==> config.mk <==
export PLATFORM = sky130hd
export DESIGN_NAME = stream_demux_1to2_flat
export DESIGN_NICKNAME = d
export VERILOG_FILES = /design/src/rtl/stream_demux_1to2_if.sv /design/src/rtl/stream_demux_1to2.sv /design/src/flat_wrapper.sv
export SDC_FILE = /design/constraint.sdc
export NUM_CORES = 1
export LEC_CHECK = 0
export BUFFER_PORTS_ARGS = -buffer_cell sky130_fd_sc_hd__buf_4
export CORE_UTILIZATION = 55
export CTS_CLUSTER_SIZE = 12
export DETAILED_ROUTE_END_ITERATION = 7
export PLACE_DENSITY = 0.77
export RECOVER_POWER = 50
export SETUP_SLACK_MARGIN = 0.02
export SYNTH_ARGS = -nofsm -noshare
export SYNTH_HDL_FRONTEND = slang
export SYNTH_SLANG_ARGS = --single-unit
==> constraint.sdc <==
create_clock -name clk -period 6.9 [get_ports clk]
set_input_delay 1.38 -clock clk [delete_from_list [all_inputs] [get_ports clk]]
set_output_delay 1.38 -clock clk [all_outputs]
set_load 0.005 [all_outputs]
==> src/rtl/stream_demux_1to2_if.sv <==
// Handshake bundle for the 1-to-2 stream demux: one input stream, two output streams, debug counters.
`ifndef DATA_BITS
`define DATA_BITS 16
`endif

interface stream_demux_1to2_if #(
    parameter int unsigned DATA_W = `DATA_BITS,
    parameter int unsigned CNT_W  = 8
);
    logic [DATA_W-1:0] Data_in;
    logic              in_valid;
    logic              sel;
    logic              in_ready;
    logic [DATA_W-1:0] Data_out1;
    logic              out1_valid;
    logic              out1_ready;
    logic [DATA_W-1:0] Data_out2;
    logic              out2_valid;
    logic              out2_ready;
    logic [CNT_W-1:0]  cnt1;
    logic [CNT_W-1:0]  cnt2;

    modport master (
        output Data_in, in_valid, sel, out1_ready, out2_ready,
        input  in_ready, Data_out1, out1_valid, Data_out2, out2_valid, cnt1, cnt2
    );

    modport slave (
        input  Data_in, in_valid, sel, out1_ready, out2_ready,
        output in_ready, Data_out1, out1_valid, Data_out2, out2_valid, cnt1, cnt2
    );
endinterface

==> src/rtl/stream_demux_1to2.sv <==
// Registered 1-to-2 stream demux: each accepted word is steered by sel into one of two
// independent FIFOs, each with its own valid/ready output and a wrapping delivery counter.
`ifndef DATA_BITS
`define DATA_BITS 16
`endif

module stream_demux_1to2 #(
    parameter int unsigned DATA_W = `DATA_BITS,
    parameter int unsigned DEPTH  = 2,
    parameter int unsigned CNT_W  = 8
) (
    input  logic                 clk,
    input  logic                 rst,
    stream_demux_1to2_if.slave   bus
);
    localparam int unsigned PTR_W = $clog2(DEPTH);
    localparam int unsigned OCC_W = PTR_W + 1;

    logic [1:0] full;
    logic [1:0] push;
    logic [1:0] pop;
    logic [1:0] out_ready;
    logic       accept;

    // in_ready looks only at the selected FIFO's full flag: no in_valid or outN_ready path
    assign bus.in_ready = bus.sel ? !full[1] : !full[0];
    assign accept       = bus.in_valid & bus.in_ready;
    assign push[0]      = accept & !bus.sel;
    assign push[1]      = accept &  bus.sel;
    assign out_ready    = {bus.out2_ready, bus.out1_ready};

    for (genvar p = 0; p < 2; p++) begin : g_fifo
        logic [DATA_W-1:0] mem [DEPTH];
        logic [PTR_W-1:0]  rd_ptr;
        logic [PTR_W-1:0]  wr_ptr;
        logic [PTR_W-1:0]  rd_ptr_n;
        logic [PTR_W-1:0]  wr_ptr_n;
        logic [OCC_W-1:0]  occ;
        logic [OCC_W-1:0]  occ_n;
        logic [DATA_W-1:0] head_q;
        logic [DATA_W-1:0] head_n;
        logic              valid_q;
        logic [CNT_W-1:0]  cnt_q;

        assign full[p] = (occ == OCC_W'(DEPTH));
        assign pop[p]  = valid_q & out_ready[p];

        // Next head: a word pushed into a slot that becomes the head is forwarded from Data_in
        always_comb begin
            rd_ptr_n = rd_ptr;
            wr_ptr_n = wr_ptr;
            head_n   = head_q;
            occ_n    = occ + OCC_W'(push[p]) - OCC_W'(pop[p]);
            if (pop[p]) begin
                rd_ptr_n = rd_ptr + PTR_W'(1);
            end
            if (push[p]) begin
                wr_ptr_n = wr_ptr + PTR_W'(1);
            end
            if (occ_n != '0) begin
                if (push[p] && (rd_ptr_n == wr_ptr)) begin
                    head_n = bus.Data_in;
                end else begin
                    head_n = mem[rd_ptr_n];
                end
            end
        end

        always_ff @(posedge clk) begin
            if (rst) begin
                rd_ptr  <= '0;
                wr_ptr  <= '0;
                occ     <= '0;
                head_q  <= '0;
                valid_q <= 1'b0;
                cnt_q   <= '0;
            end else begin
                rd_ptr  <= rd_ptr_n;
                wr_ptr  <= wr_ptr_n;
                occ     <= occ_n;
                head_q  <= head_n;
                valid_q <= (occ_n != '0);
                if (pop[p]) begin
                    cnt_q <= cnt_q + CNT_W'(1);
                end
            end
        end

        // Storage needs no reset: occupancy alone decides what is visible
        always_ff @(posedge clk) begin
            if (push[p]) begin
                mem[wr_ptr] <= bus.Data_in;
            end
        end
    end

    assign bus.Data_out1  = g_fifo[0].head_q;
    assign bus.out1_valid = g_fifo[0].valid_q;
    assign bus.cnt1       = g_fifo[0].cnt_q;
    assign bus.Data_out2  = g_fifo[1].head_q;
    assign bus.out2_valid = g_fifo[1].valid_q;
    assign bus.cnt2       = g_fifo[1].cnt_q;

endmodule
==> src/flat_wrapper.sv <==
// flat-port wrapper written by rule: the top's interface ports become plain ports
module stream_demux_1to2_flat 
#(
    parameter int unsigned DATA_W = `DATA_BITS,
    parameter int unsigned DEPTH  = 2,
    parameter int unsigned CNT_W  = 8
)
  (clk, rst, bus_Data_in, bus_in_valid, bus_sel, bus_out1_ready, bus_out2_ready, bus_in_ready, bus_Data_out1, bus_out1_valid, bus_Data_out2, bus_out2_valid, bus_cnt1, bus_cnt2);
  stream_demux_1to2_if #(.DATA_W(DATA_W), .CNT_W(CNT_W)) bus_i ();
  input  logic clk;
  input  logic rst;
  input wire logic [$bits(bus_i.Data_in)-1:0] bus_Data_in;
  input wire logic [$bits(bus_i.in_valid)-1:0] bus_in_valid;
  input wire logic [$bits(bus_i.sel)-1:0] bus_sel;
  input wire logic [$bits(bus_i.out1_ready)-1:0] bus_out1_ready;
  input wire logic [$bits(bus_i.out2_ready)-1:0] bus_out2_ready;
  output wire logic [$bits(bus_i.in_ready)-1:0] bus_in_ready;
  output wire logic [$bits(bus_i.Data_out1)-1:0] bus_Data_out1;
  output wire logic [$bits(bus_i.out1_valid)-1:0] bus_out1_valid;
  output wire logic [$bits(bus_i.Data_out2)-1:0] bus_Data_out2;
  output wire logic [$bits(bus_i.out2_valid)-1:0] bus_out2_valid;
  output wire logic [$bits(bus_i.cnt1)-1:0] bus_cnt1;
  output wire logic [$bits(bus_i.cnt2)-1:0] bus_cnt2;
  assign bus_i.Data_in = bus_Data_in;
  assign bus_i.in_valid = bus_in_valid;
  assign bus_i.sel = bus_sel;
  assign bus_i.out1_ready = bus_out1_ready;
  assign bus_i.out2_ready = bus_out2_ready;
  assign bus_in_ready = bus_i.in_ready;
  assign bus_Data_out1 = bus_i.Data_out1;
  assign bus_out1_valid = bus_i.out1_valid;
  assign bus_Data_out2 = bus_i.Data_out2;
  assign bus_out2_valid = bus_i.out2_valid;
  assign bus_cnt1 = bus_i.cnt1;
  assign bus_cnt2 = bus_i.cnt2;
  stream_demux_1to2 #(.DATA_W(DATA_W), .DEPTH(DEPTH), .CNT_W(CNT_W)) u_core (.clk(clk), .rst(rst), .bus(bus_i));
endmodule
==> results.py <==
metrics = {
    "yosys": {
        "instance_count_of_the_mapped_netlist": 434,
        "mapped_cell_area_mm2": 0.004836,
        "synth.largest_area_cell": "edfxtp_1",
        "syn_area_per_cell_um2": 11.14,
        "synth_cell_type_count": 32,
        "ys.warnings.count": 0,
        "yosys.area.top_type_share_pct": 39.74,
        "synth_sequential_area_ratio_pct": 63.75,
        "synth_fp_nets": 462,
        "synth.area.top_cells": "edfxtp_1 (40%), dfxtp_1 (24%), nand2_1 (5.8%), o32ai_1 (5.8%), and3_1 (4.4%)",
        "ys_ff_latch": 122,
    },
    "worst_setup_path": {
        "worstSetupEndpointType": "register",
        "required_ns": 7.29,
        "maximum_fanout_encountered_on_the_critical_timing_path": 28,
        "critical_path_arrival_ns": 4.52,
        "reg2regPathDepth": 7,
        "rr_startpoint": "u_core.bus.out2_valid$_SDFF_PP0_",
        "r2r_end": "u_core.bus.Data_out2[4]$_SDFFE_PP0P_",
        "ff2ff_setup_slack_ns": 3.41,
        "crit_path_start": "bus_out2_ready",
        "start_kind": "primary input",
        "criticalPathCategory": "primary input to register",
    },
    "cells_and_area": {
        "final_design_area_no_fill_mm2": 0.005927,
        "utilization_pct": 70.71,
        "layout.cells.non_filler": 633,
        "synthesis_to_layout_area_growth_pct": 22.56,
        "drive_gt1_share_pct": 18.37,
        "n_antenna_cell": 0,
        "nets": 543,
    },
    "power_and_ir_drop": {
        "peakVddDrop_v": 0.0002331,
        "p_leak_nw": 2.358,
        "cellPowerDensity_mw_per_mm2": 409.0,
    },
    "sta": {
        "slew_viols_final": 38,
        "number_of_setup_violations_in_the_final_report": 0,
        "fin_skew_ns": 0.009232,
        "slew_headroom_pct": -15.16,
        "report.final.hold_viol_count": 0,
        "grt_setup_unrepaired": "false",
        "totalNegativeSetupSlack_ns": 0,
        "min_period_ns": 4.131,
        "final.period_utilization_pct": 59.87,
        "worst_tran_pin_value_ns": 1.715,
        "achievable-frequency_mhz": 242.1,
        "fin_worst_hold_slack_ns": 0.4572,
    },
    "drt": {
        "detail_route.first_pass.iterations": 4,
        "detail_route.iter0.violations": 199,
        "totalWireLength_um": 10750,
        "per_cell_routed_wire_length_um": 16.99,
        "route.vias.total": 3516,
        "drt.antenna.violating_nets": 0,
        "via_per_inst": 5.555,
        "drc": 0,
    },
    "min_path": {
        "hold_end": "u_core.bus.Data_out1[6]$_SDFFE_PP0P_",
        "holdPathStages": 2,
        "timing.hold.worst.class": "register to register",
        "hold_path.startpoint": "u_core.bus.Data_out1[6]$_SDFFE_PP0P_",
    },
    "job": {
        "max_cap_viol_count": 2,
    },
    "placement": {
        "placedInstanceArea_mm2": 0.005494,
        "placement.io_buffers": 72,
        "detail_placement_hpwl_um": 6723,
        "dp_cells": 601,
        "finalWeightedCongestion": 0.7522,
    },
    "status": {
        "violated_checks": "max-capacitance violations, max-slew violations",
        "status": "finished, violations left",
    },
    "global_routing": {
        "met2_usage_pct": 43.33,
        "global_route.peak_usage_layer": "met2",
        "grt_pass1_wl_um": 17060,
        "globalRouteMet1Util_pct": 31.47,
        "number_of_antenna_violations_at_the_first_check_in_global_routing": 0,
        "via_count_of_the_first_global_routing_pass": 3437,
        "grt_util_met3_pct": 5.529,
        "largest_net_degree_at_the_start_of_global_routing": 29,
        "grtUsageTotal_pct": 25.62,
        "grt_overflow": 0,
    },
    "clock_tree": {
        "clk_transition_reported_paths_ns": 0.06,
        "clock_insertion_delay_worst_skew_ns": 0.51,
        "cts_made_buffers": 17,
        "max_buffers_root_to_sink": 2,
        "cts.hold.buffers_added": 0,
        "cts_setup_buffers": 0,
        "cts_tree": "yes",
        "cts.sinks": 122,
        "cts_root_buffer": "clkbuf_8",
        "cts_resized": 0,
        "htreeDepth": 4,
    },
    "floorplanning": {
        "chipWidth_um": 95.77,
        "io_pins": 73,
        "row_cnt": 33,
        "dieHeight_um": 95.77,
        "dieArea_mm2": 0.009172,
        "initial_core_util_pct": 57.70,
        "coreArea_mm2": 0.008382,
    },
}
[how the worst max path moves through the flow]
stage | to | slack [ns] | cells past startpoint
after detailed placement | u_core.bus.Data_out1[5]$_SDFFE_PP0P_ | 2.75 | 9
after global routing | u_core.bus.Data_out1[13]$_SDFFE_PP0P_ | 2.48 | 8
after floorplan | u_core.bus.Data_out2[10]$_SDFFE_PP0P_ | 3.14 | 6
after CTS | u_core.bus.Data_out1[2]$_SDFFE_PP0P_ | 3.28 | 9
after global placement | u_core.bus.Data_out1[8]$_SDFFE_PP0P_ | 2.89 | 9
final | u_core.bus.Data_out2[4]$_SDFFE_PP0P_ | 2.77 | 8
[area by class of cell]
class	instances	area, um^2
Timing Repair Buffer	81	533.0
Clock buffer	18	417.9
Fill cell	614	2455
Inverter	38	143.9
Multi-Input combinational cell	255	1469
Tap cell	105	131.4
Sequential cell	122	3083
Clock inverter	14	148.9
[cell usage after synthesis]
master	count
nand2_2	2
mux2i_2	2
nand4_1	6
a21oi_1	6
and3_1	34
edfxtp_1	64
buf_4	1
xnor2_4	2
xnor2_1	8
o32ai_1	32
nor3b_2	1
xor2_1	10
buf_2	5
buf_6	2
mux2i_1	1
ha_1	6
or2_2	2
clkbuf_1	9
or3_1	6
buf_1	2
inv_2	1
nand2b_1	1
o21bai_1	2
inv_1	36
nor3_1	2
nor2_1	46
dfxtp_1	58
nor2b_1	6
nand2_1	75
o21ai_0	4
inv_4	1
nor3b_1	1
[through the flow]
step,setup slack [ns],total power [mW]
6_report,2.769,2.424
5_1_grt,2.483,2.548
4_1_cts,3.281,2.456
3_5_place_dp,2.745,1.609
3_3_place_gp,2.886,1.577
2_1_floorplan,3.139,1.367
[report_power, final]
part / total, mW / switching, mW / internal, mW
Combinational: 0.647 / 0.362 / 0.285
Sequential: 0.937 / 0.0561 / 0.881
Clock: 0.840 / 0.326 / 0.514
[metal layers]
metal	part of all wire [%]	up-vias
met5	0	-
met4	1.8	0
met3	5.5	15
met2	52	126
met1	41	1707
li1	-	1668
[cells by family (layout without fill, tap and decap cells)]
family	Yosys count	count (layout)	synth area share, %
XOR/XNOR	20	20	4.398
flip-flops	122	122	63.75
adder cells (fa/ha/maj)	6	6	1.552
multiplexers	3	3	0.7763
AND/OR/NAND/NOR	182	182	17.39
AO/OA/AOI/OAI	44	44	7.141
buffers and inverters	57	151	4.993
[cell usage in the layout (no fill, tap or decap)]
master	Yosys	routed
nand2_1	75	77
edfxtp_1	64	64
o21bai_1	2	2
mux2i_2	2	2
clkbuf_8	0	1
nor2_1	46	46
o21ai_0	4	4
buf_4	1	59
ha_1	6	6
clkinvlp_4	0	6
xnor2_1	8	10
clkinv_2	0	1
dfxtp_1	58	58
clkinv_1	0	1
nand4_1	6	6
inv_6	0	2
nor3b_2	1	1
a21oi_1	6	6
xor2_1	10	10
and3_1	34	34
nand2b_1	1	1
o32ai_1	32	32
clkbuf_1	9	21
clkbuf_4	0	2
mux2i_1	1	1
nor3_1	2	2
nor3b_1	1	1
inv_1	36	37
clkinv_4	0	2
or2_2	2	2
bufinv_16	0	2
or3_1	6	6
clkinvlp_2	0	1
clkbuf_16	0	16
nor2b_1	6	6
[registers in the layout, summed over array words and instances, names as in the netlist]
| signal | cells |
|---|---|
| u_core.g_fifo.occ | 4 |
| u_core.bus.Data_out1 | 16 |
| u_core.g_fifo.wr_ptr | 2 |
| u_core.g_fifo.mem | 64 |
| u_core.bus.out2_valid | 1 |
| u_core.bus.cnt2 | 8 |
| u_core.g_fifo.rd_ptr | 2 |
| u_core.bus.out1_valid | 1 |
| u_core.bus.cnt1 | 8 |
| u_core.bus.Data_out2 | 16 |
[critical path: stages]
cell and delay (ns):
clkbuf_4 0.11, nand2_1 0.13, clkinvlp_2 0.33, xnor2_1 1.41, mux2i_2 0.41, buf_4 0.34
nor2_1 0.10, o32ai_1 0.31
(Power assumes the default switching activity.)
